## config.mk

```make
export PLATFORM = sky130hd
export DESIGN_NAME = dual_port_ram_p
export DESIGN_NICKNAME = d
export VERILOG_FILES = /design/src/rtl/dp_ram_pkg.sv /design/src/rtl/dp_ram_init_seq.sv /design/src/rtl/dual_port_ram_p.sv
export SDC_FILE = /design/constraint.sdc
export NUM_CORES = 1
export LEC_CHECK = 0
export ABC_AREA = 1
export BUFFER_PORTS_ARGS = -buffer_cell sky130_fd_sc_hd__buf_2
export CAP_MARGIN = 15
export CELL_PAD_IN_SITES_DETAIL_PLACEMENT = 1
export CELL_PAD_IN_SITES_GLOBAL_PLACEMENT = 1
export CORE_ASPECT_RATIO = 1.2
export CORE_MARGIN = 2
export CORE_UTILIZATION = 32
export CTS_CLUSTER_SIZE = 30
export DETAILED_ROUTE_END_ITERATION = 8
export GPL_TIMING_DRIVEN = 0
export PLACE_DENSITY_LB_ADDON = 0.1
export SYNTH_ARGS = -nofsm -noshare
export SYNTH_HDL_FRONTEND = slang
export SYNTH_SLANG_ARGS = --single-unit
```

## constraint.sdc

```tcl
create_clock -name clk -period 2.3 [get_ports clk]
set_input_delay 0.115 -clock clk [delete_from_list [all_inputs] [get_ports clk]]
set_output_delay 0.115 -clock clk [all_outputs]
set_load 0.005 [all_outputs]
```

## src/rtl/dp_ram_pkg.sv

```systemverilog
// dp_ram_pkg: shared definitions for the dual-port RAM.
//   READ_FIRST / WRITE_FIRST : values for the WRITE_MODE parameter
//   state_e                  : init-sequencer states
//   merge()                  : byte-lane merge of new data into an old word
package dp_ram_pkg;

    localparam int unsigned READ_FIRST  = 0;
    localparam int unsigned WRITE_FIRST = 1;

    // merge() works on a fixed wide word; callers zero-extend and truncate.
    localparam int unsigned MAX_W  = 256;
    localparam int unsigned MAX_BE = MAX_W / 8;

    typedef enum logic {
        INIT,
        RUN
    } state_e;

    function automatic logic [MAX_W-1:0] merge(input logic [MAX_W-1:0]  old_w,
                                               input logic [MAX_W-1:0]  new_w,
                                               input logic [MAX_BE-1:0] be);
        logic [MAX_W-1:0] res;
        res = old_w;
        for (int i = 0; i < int'(MAX_BE); i++) begin
            if (be[i]) begin
                res[8*i +: 8] = new_w[8*i +: 8];
            end
        end
        return res;
    endfunction

endpackage

```

## src/rtl/dp_ram_init_seq.sv

```systemverilog
// dp_ram_init_seq: post-reset initialisation sweep for dual_port_ram_p.
//   clk, rst_n   : clock, asynchronous active-low reset
//   init_we_o    : write strobe for the sweep (high in INIT)
//   init_addr_o  : word address written by the sweep, 0..DEPTH-1
//   init_busy_o  : registered, high until the last word has been written
module dp_ram_init_seq
    import dp_ram_pkg::*;
#(
    parameter int unsigned ADDR_W = 3
) (
    input  logic              clk,
    input  logic              rst_n,
    output logic              init_we_o,
    output logic [ADDR_W-1:0] init_addr_o,
    output logic              init_busy_o
);

    state_e            state_q, state_d;
    logic [ADDR_W-1:0] cnt_q, cnt_d;
    logic              busy_q, busy_d;

    always_comb begin
        state_d = state_q;
        cnt_d   = cnt_q;
        unique case (state_q)
            INIT: begin
                cnt_d = cnt_q + 1'b1;
                if (cnt_q == {ADDR_W{1'b1}}) begin
                    state_d = RUN;
                end
            end
            RUN:     state_d = RUN;
            default: state_d = INIT;
        endcase
        busy_d = (state_d == INIT);
    end

    always_ff @(posedge clk or negedge rst_n) begin
        if (!rst_n) begin
            state_q <= INIT;
            cnt_q   <= '0;
            busy_q  <= 1'b1;
        end else begin
            state_q <= state_d;
            cnt_q   <= cnt_d;
            busy_q  <= busy_d;
        end
    end

    assign init_we_o   = (state_q == INIT);
    assign init_addr_o = cnt_q;
    assign init_busy_o = busy_q;

endmodule

```

## src/rtl/dual_port_ram_p.sv

```systemverilog
// dual_port_ram_p: true dual-port synchronous RAM with byte enables, RD_LAT 1 or 2,
// deterministic cross-port collision handling and a post-reset init sweep.
//   EN_x/WE_x/BE_x/ADDR_x/D_IN_x : port request (x = A, B)
//   Q_OUT_x, VALID_x             : read data, held until the next read completes
//   COLLISION                    : pulse aligned with the colliding request's read slot
//   INIT_BUSY                    : high while the sweep runs; requests ignored
module dual_port_ram_p
    import dp_ram_pkg::*;
#(
    parameter int unsigned        DATA_W     = 32,
    parameter int unsigned        ADDR_W     = 3,
    parameter int unsigned        RD_LAT     = 1,
    parameter int unsigned        WRITE_MODE = READ_FIRST,
    parameter logic [DATA_W-1:0]  INIT_VAL   = '0
) (
    input  logic                  clk,
    input  logic                  rst_n,
    input  logic                  EN_A,
    input  logic                  EN_B,
    input  logic                  WE_A,
    input  logic                  WE_B,
    input  logic [DATA_W/8-1:0]   BE_A,
    input  logic [DATA_W/8-1:0]   BE_B,
    input  logic [ADDR_W-1:0]     ADDR_A,
    input  logic [ADDR_W-1:0]     ADDR_B,
    input  logic [DATA_W-1:0]     D_IN_A,
    input  logic [DATA_W-1:0]     D_IN_B,
    output logic [DATA_W-1:0]     Q_OUT_A,
    output logic [DATA_W-1:0]     Q_OUT_B,
    output logic                  VALID_A,
    output logic                  VALID_B,
    output logic                  COLLISION,
    output logic                  INIT_BUSY
);

    localparam int unsigned DEPTH = 2 ** ADDR_W;
    localparam int unsigned BE_W  = DATA_W / 8;

    if ((DATA_W % 8) != 0 || DATA_W > MAX_W) begin : g_bad_data_w
        $error("DATA_W must be a multiple of 8 and no wider than %0d", MAX_W);
    end
    if (RD_LAT != 1 && RD_LAT != 2) begin : g_bad_rd_lat
        $error("RD_LAT must be 1 or 2");
    end

    function automatic logic [DATA_W-1:0] merge_w(input logic [DATA_W-1:0] old_w,
                                                  input logic [DATA_W-1:0] new_w,
                                                  input logic [BE_W-1:0]   be);
        return DATA_W'(merge(MAX_W'(old_w), MAX_W'(new_w), MAX_BE'(be)));
    endfunction

    logic              init_we;
    logic              init_busy;
    logic [ADDR_W-1:0] init_addr;

    dp_ram_init_seq #(
        .ADDR_W (ADDR_W)
    ) u_init_seq (
        .clk         (clk),
        .rst_n       (rst_n),
        .init_we_o   (init_we),
        .init_addr_o (init_addr),
        .init_busy_o (init_busy)
    );

    logic [DATA_W-1:0] mem_q [DEPTH];
    logic [DATA_W-1:0] mem_d [DEPTH];
    logic              rd_a, rd_b, wr_a, wr_b, coll;
    logic [DATA_W-1:0] rdata_a, rdata_b;

    always_comb begin
        rd_a = !init_busy && EN_A && !WE_A;
        rd_b = !init_busy && EN_B && !WE_B;
        // An all-zero byte mask is a no-op and must not flag a collision.
        wr_a = !init_busy && EN_A && WE_A && (|BE_A);
        wr_b = !init_busy && EN_B && WE_B && (|BE_B);
        coll = !init_busy && EN_A && EN_B && (ADDR_A == ADDR_B) && (wr_a || wr_b);
    end

    always_comb begin
        mem_d = mem_q;
        if (init_we) begin
            mem_d[init_addr] = INIT_VAL;
        end else begin
            if (wr_b) begin
                mem_d[ADDR_B] = merge_w(mem_d[ADDR_B], D_IN_B, BE_B);
            end
            // Port A is applied last so it owns bytes enabled on both ports.
            if (wr_a) begin
                mem_d[ADDR_A] = merge_w(mem_d[ADDR_A], D_IN_A, BE_A);
            end
        end
    end

    always_ff @(posedge clk) begin
        mem_q <= mem_d;
    end

    // WRITE_FIRST reads see the other port's same-cycle write via mem_d.
    always_comb begin
        if (WRITE_MODE == WRITE_FIRST) begin
            rdata_a = mem_d[ADDR_A];
            rdata_b = mem_d[ADDR_B];
        end else begin
            rdata_a = mem_q[ADDR_A];
            rdata_b = mem_q[ADDR_B];
        end
    end

    logic              s1_va_q, s1_va_d, s1_vb_q, s1_vb_d, s1_c_q, s1_c_d;
    logic [DATA_W-1:0] s1_qa_q, s1_qa_d, s1_qb_q, s1_qb_d;

    always_comb begin
        s1_va_d = rd_a;
        s1_vb_d = rd_b;
        s1_c_d  = coll;
        s1_qa_d = rd_a ? rdata_a : s1_qa_q;
        s1_qb_d = rd_b ? rdata_b : s1_qb_q;
    end

    always_ff @(posedge clk or negedge rst_n) begin
        if (!rst_n) begin
            s1_va_q <= 1'b0;
            s1_vb_q <= 1'b0;
            s1_c_q  <= 1'b0;
            s1_qa_q <= '0;
            s1_qb_q <= '0;
        end else begin
            s1_va_q <= s1_va_d;
            s1_vb_q <= s1_vb_d;
            s1_c_q  <= s1_c_d;
            s1_qa_q <= s1_qa_d;
            s1_qb_q <= s1_qb_d;
        end
    end

    if (RD_LAT == 2) begin : g_lat2
        logic              s2_va_q, s2_vb_q, s2_c_q;
        logic [DATA_W-1:0] s2_qa_q, s2_qa_d, s2_qb_q, s2_qb_d;

        always_comb begin
            s2_qa_d = s1_va_q ? s1_qa_q : s2_qa_q;
            s2_qb_d = s1_vb_q ? s1_qb_q : s2_qb_q;
        end

        always_ff @(posedge clk or negedge rst_n) begin
            if (!rst_n) begin
                s2_va_q <= 1'b0;
                s2_vb_q <= 1'b0;
                s2_c_q  <= 1'b0;
                s2_qa_q <= '0;
                s2_qb_q <= '0;
            end else begin
                s2_va_q <= s1_va_q;
                s2_vb_q <= s1_vb_q;
                s2_c_q  <= s1_c_q;
                s2_qa_q <= s2_qa_d;
                s2_qb_q <= s2_qb_d;
            end
        end

        assign Q_OUT_A   = s2_qa_q;
        assign Q_OUT_B   = s2_qb_q;
        assign VALID_A   = s2_va_q;
        assign VALID_B   = s2_vb_q;
        assign COLLISION = s2_c_q;
    end else begin : g_lat1
        assign Q_OUT_A   = s1_qa_q;
        assign Q_OUT_B   = s1_qb_q;
        assign VALID_A   = s1_va_q;
        assign VALID_B   = s1_vb_q;
        assign COLLISION = s1_c_q;
    end

    assign INIT_BUSY = init_busy;

endmodule

```

==> out/results.tsv <==
metric	value	unit
status	finished, violations left	
violations	negative hold slack, max-capacitance violations, max-slew violations, negative setup slack	
syn_avg_cell_area	5.55	µm²
core_area	82200	µm²
crit_path_max_incr_delay	0.78	ns
synth.most_common_cell	nand2_1	
cpMaxStageDelayCell	a2111oi_0	
clock_sinks	328	
die_h	320	µm
grt_usage	0.500	
place_area	29300	µm²
yosys_register_bits	328	
grt_pass1_vias	35800	
htreeDepth	2	
row_count	115	
finalSetupTns	-91.35	ns
worst_slew_pin_slew	1.55	ns
worstPathMaxFanout	9	
arrival	3.30	ns
fmax	355	MHz
die_w	267	µm
yosysSeqAreaShare	0.260	
cts_tree	yes	
cp_cell_sequence	buf_2, nand3_1, inv_1, clkbuf_1, buf_8, clkbuf_1, buf_8, a2111oi_0, a2bb2oi_1	
netlist_area	26600	µm²
min_period_over_period	1.23	
final_antenna_net_count	0	
power_density	780	nW/µm²
synth_edf_count	0	
fillerInstances	11100	
setup_slack	-0.518	ns
clock_latency	0.66	ns
max-vdd-ir-drop	550	µV
yosysTopAreaCell	nand2_1	
firstDrtPassIters	8	
holdWs	-0.0106	ns
register_area	6930	µm²
antenna_found_initial	34	
multiInputGateArea	17900	µm²
hp-class	input port to register	
start_kind	input port	
die_area	85600	µm²
syn_inst	4799	
critPathKind	input port to register	
numCtsBuffers	46	
cts.path.max_buffers	3	
clk_pin_slew	0.07	ns
yosys_most_used_dff	dfxtp_1	
fin_area	34100	µm²
grt_pass1_wl	291000	µm
synthesis.nets	4885	
maxCapViolations	1	
drive_gt1_frac	0.183	
synth_common_cells	nand2_1 (2,217), nand3_1 (461), inv_1 (431)	
cp-end-kind	register	
rsz0062_at_grt	yes	
synthToLayoutAreaGrowth	28.0	%
routabilityCongestion	1.05	
synthTopCellsByArea	nand2_1 (31%), dfxtp_1 (19%), nand3_1 (8.7%)	
via_per_inst	6.07	
slew_viol_final	11	
fin_crit	2.82	ns
grt_max_degree	40	
grt-ovfl-total	0	
nets	5187	
synth_top_area_frac	0.312	
drc_errors	0	
io_buffers	140	
ys_types	49	
finalWirelength	221000	µm
ys_async_sr_fraction	0.220	
finalHoldViolations	4	
drt_iter0_drc	5238	
vias	38100	
initial_core_util	0.324	
slew_headroom	-0.0319	
ys_warn_count	0	
dp_hpwl	149000	µm
worstPathRequired	2.79	ns
power.leakage	17.6	nW
cts_root_buf	clkbuf_16	
fin_skew	0.0375	ns
ios	152	
setup_viol	320	
wire_per_inst	35.2	µm
-- layout make-up --
type | count | share of cell area
antenna | 26 | 0.00191
buffer | 291 | 0.0630
clock buffer | 71 | 0.0392
clock inverter | 14 | 0.00437
inverter | 485 | 0.0549
multi-input combinational | 3694 | 0.525
sequential | 328 | 0.203
tap | 1111 | 0.0408
timing repair buffer | 255 | 0.0680
-- layout by cell type (no fill, tap or decap), types with 21 or more instances in the layout --
master         synthesis  final
nand2_1             2217   2093
inv_1                431    430
nand3_1              461    389
dfxtp_1              256    256
o21ai_0              214    214
buf_2                107    208
nand2_2               39    117
and2_1                96     96
or2_2                 98     92
nor2_1               140     91
clkbuf_1             157     90
a21boi_0              84     84
dfrtp_1               71     71
nand3_2                1     65
a21oi_1               67     58
clkbuf_16              0     56
nand4_1               52     52
o22ai_1               50     50
buf_4                  9     47
o21ai_1               47     47
nand2_4                2     46
nor2_2                10     39
clkbuf_2               0     38
buf_12                 0     35
dlygate4sd3_1          0     34
a221oi_1              33     33
clkbuf_4               0     32
diode_2                0     26
clkinv_1              27     25
buf_8                  0     24
inv_2                 27     21
nor2_4                 1     21
-- flip-flops by register name (all words and copies together), names as in the netlist --
register / flops
u_init_seq.init_busy_o: 1
COLLISION: 1
VALID_B: 1
VALID_A: 1
Q_OUT_A: 32
u_init_seq.init_addr_o: 3
Q_OUT_B: 32
u_init_seq.state_q: 1
mem_q: 256
-- worst max-delay path, delay by kind of cell --
kind	cells	cell delay, ns
AOI/OAI and AO/OA	2	0.91
and+or+nand+nor	1	0.60
buffers and inverters	6	1.63
-- repair_timing --
| item | CTS | global route |
|---|---|---|
| setup buffers | 19 | 21 |
| pin swaps | 27 | 123 |
| endpoints found under the hold margin | 256 | 0 |
| hold buffers | 34 | 0 |
| gates resized for setup | 362 | 316 |
| setup endpoints to repair | 321 | 304 |
| cloned | 3 | 6 |
-- power by group --
group | internal [mW] | leakage [nW] | switching [mW]
registers | 7.28 | 3.03 | 1.57
clock network | 4.32 | 0.736 | 3.40
logic | 3.58 | 13.8 | 6.46
-- kinds of logic (layout without fill, tap and decap cells) --
group,count (synthesis),after routing,share of synthesized area
xor gates and xnor gates,2,2,0.000658
AOI/OAI and AO/OA,560,560,0.128
DFF,328,328,0.260
other,0,26,0
buffers and inverters,777,1116,0.117
and+or+nand+nor,3130,3130,0.494
adders and majority gates,2,2,0.000939
-- path summary, 6_finish.rpt --
path,to,depth (start not counted),from,slack [ns]
max reg2reg,Q_OUT_A[19],6,u_init_seq.init_busy_o,-0.51
max,Q_OUT_A[14],9,ADDR_A[2],-0.52
min in group asynchronous,Q_OUT_B[15],2,rst_n,0.02
min reg2reg,mem_q[96],2,mem_q[96],0.45
max in group asynchronous,u_init_seq.init_busy_o,3,rst_n,1.48
min,mem_q[233],7,D_IN_A[9],-0.01
-- per-stage QoR --
step | power, mW | setup slack (ns) | cells | hold slack (ns) | utilization
after global routing | 27.8 | -0.437 | 6256 | 0.0445 | 0.414
after floorplan | 14.5 | 0.275 | 4799 | -0.181 | -
final | 26.6 | -0.518 | 6275 | -0.0106 | 0.415
after CTS | 25.7 | -0.336 | 6220 | 0.0118 | 0.397
after global placement | 17.6 | -2.05 | 6050 | 0.436 | 0.350
after detailed placement | 17.9 | -1.88 | 6080 | 0.160 | 0.357
-- layer usage --
layer  GRT usage  part of all wire
met1       0.600              0.36
met2       0.713              0.40
met3       0.163              0.13
met4       0.428              0.11
met5           0           0.00064
Note: power is estimated with default switching activity, not from simulation.
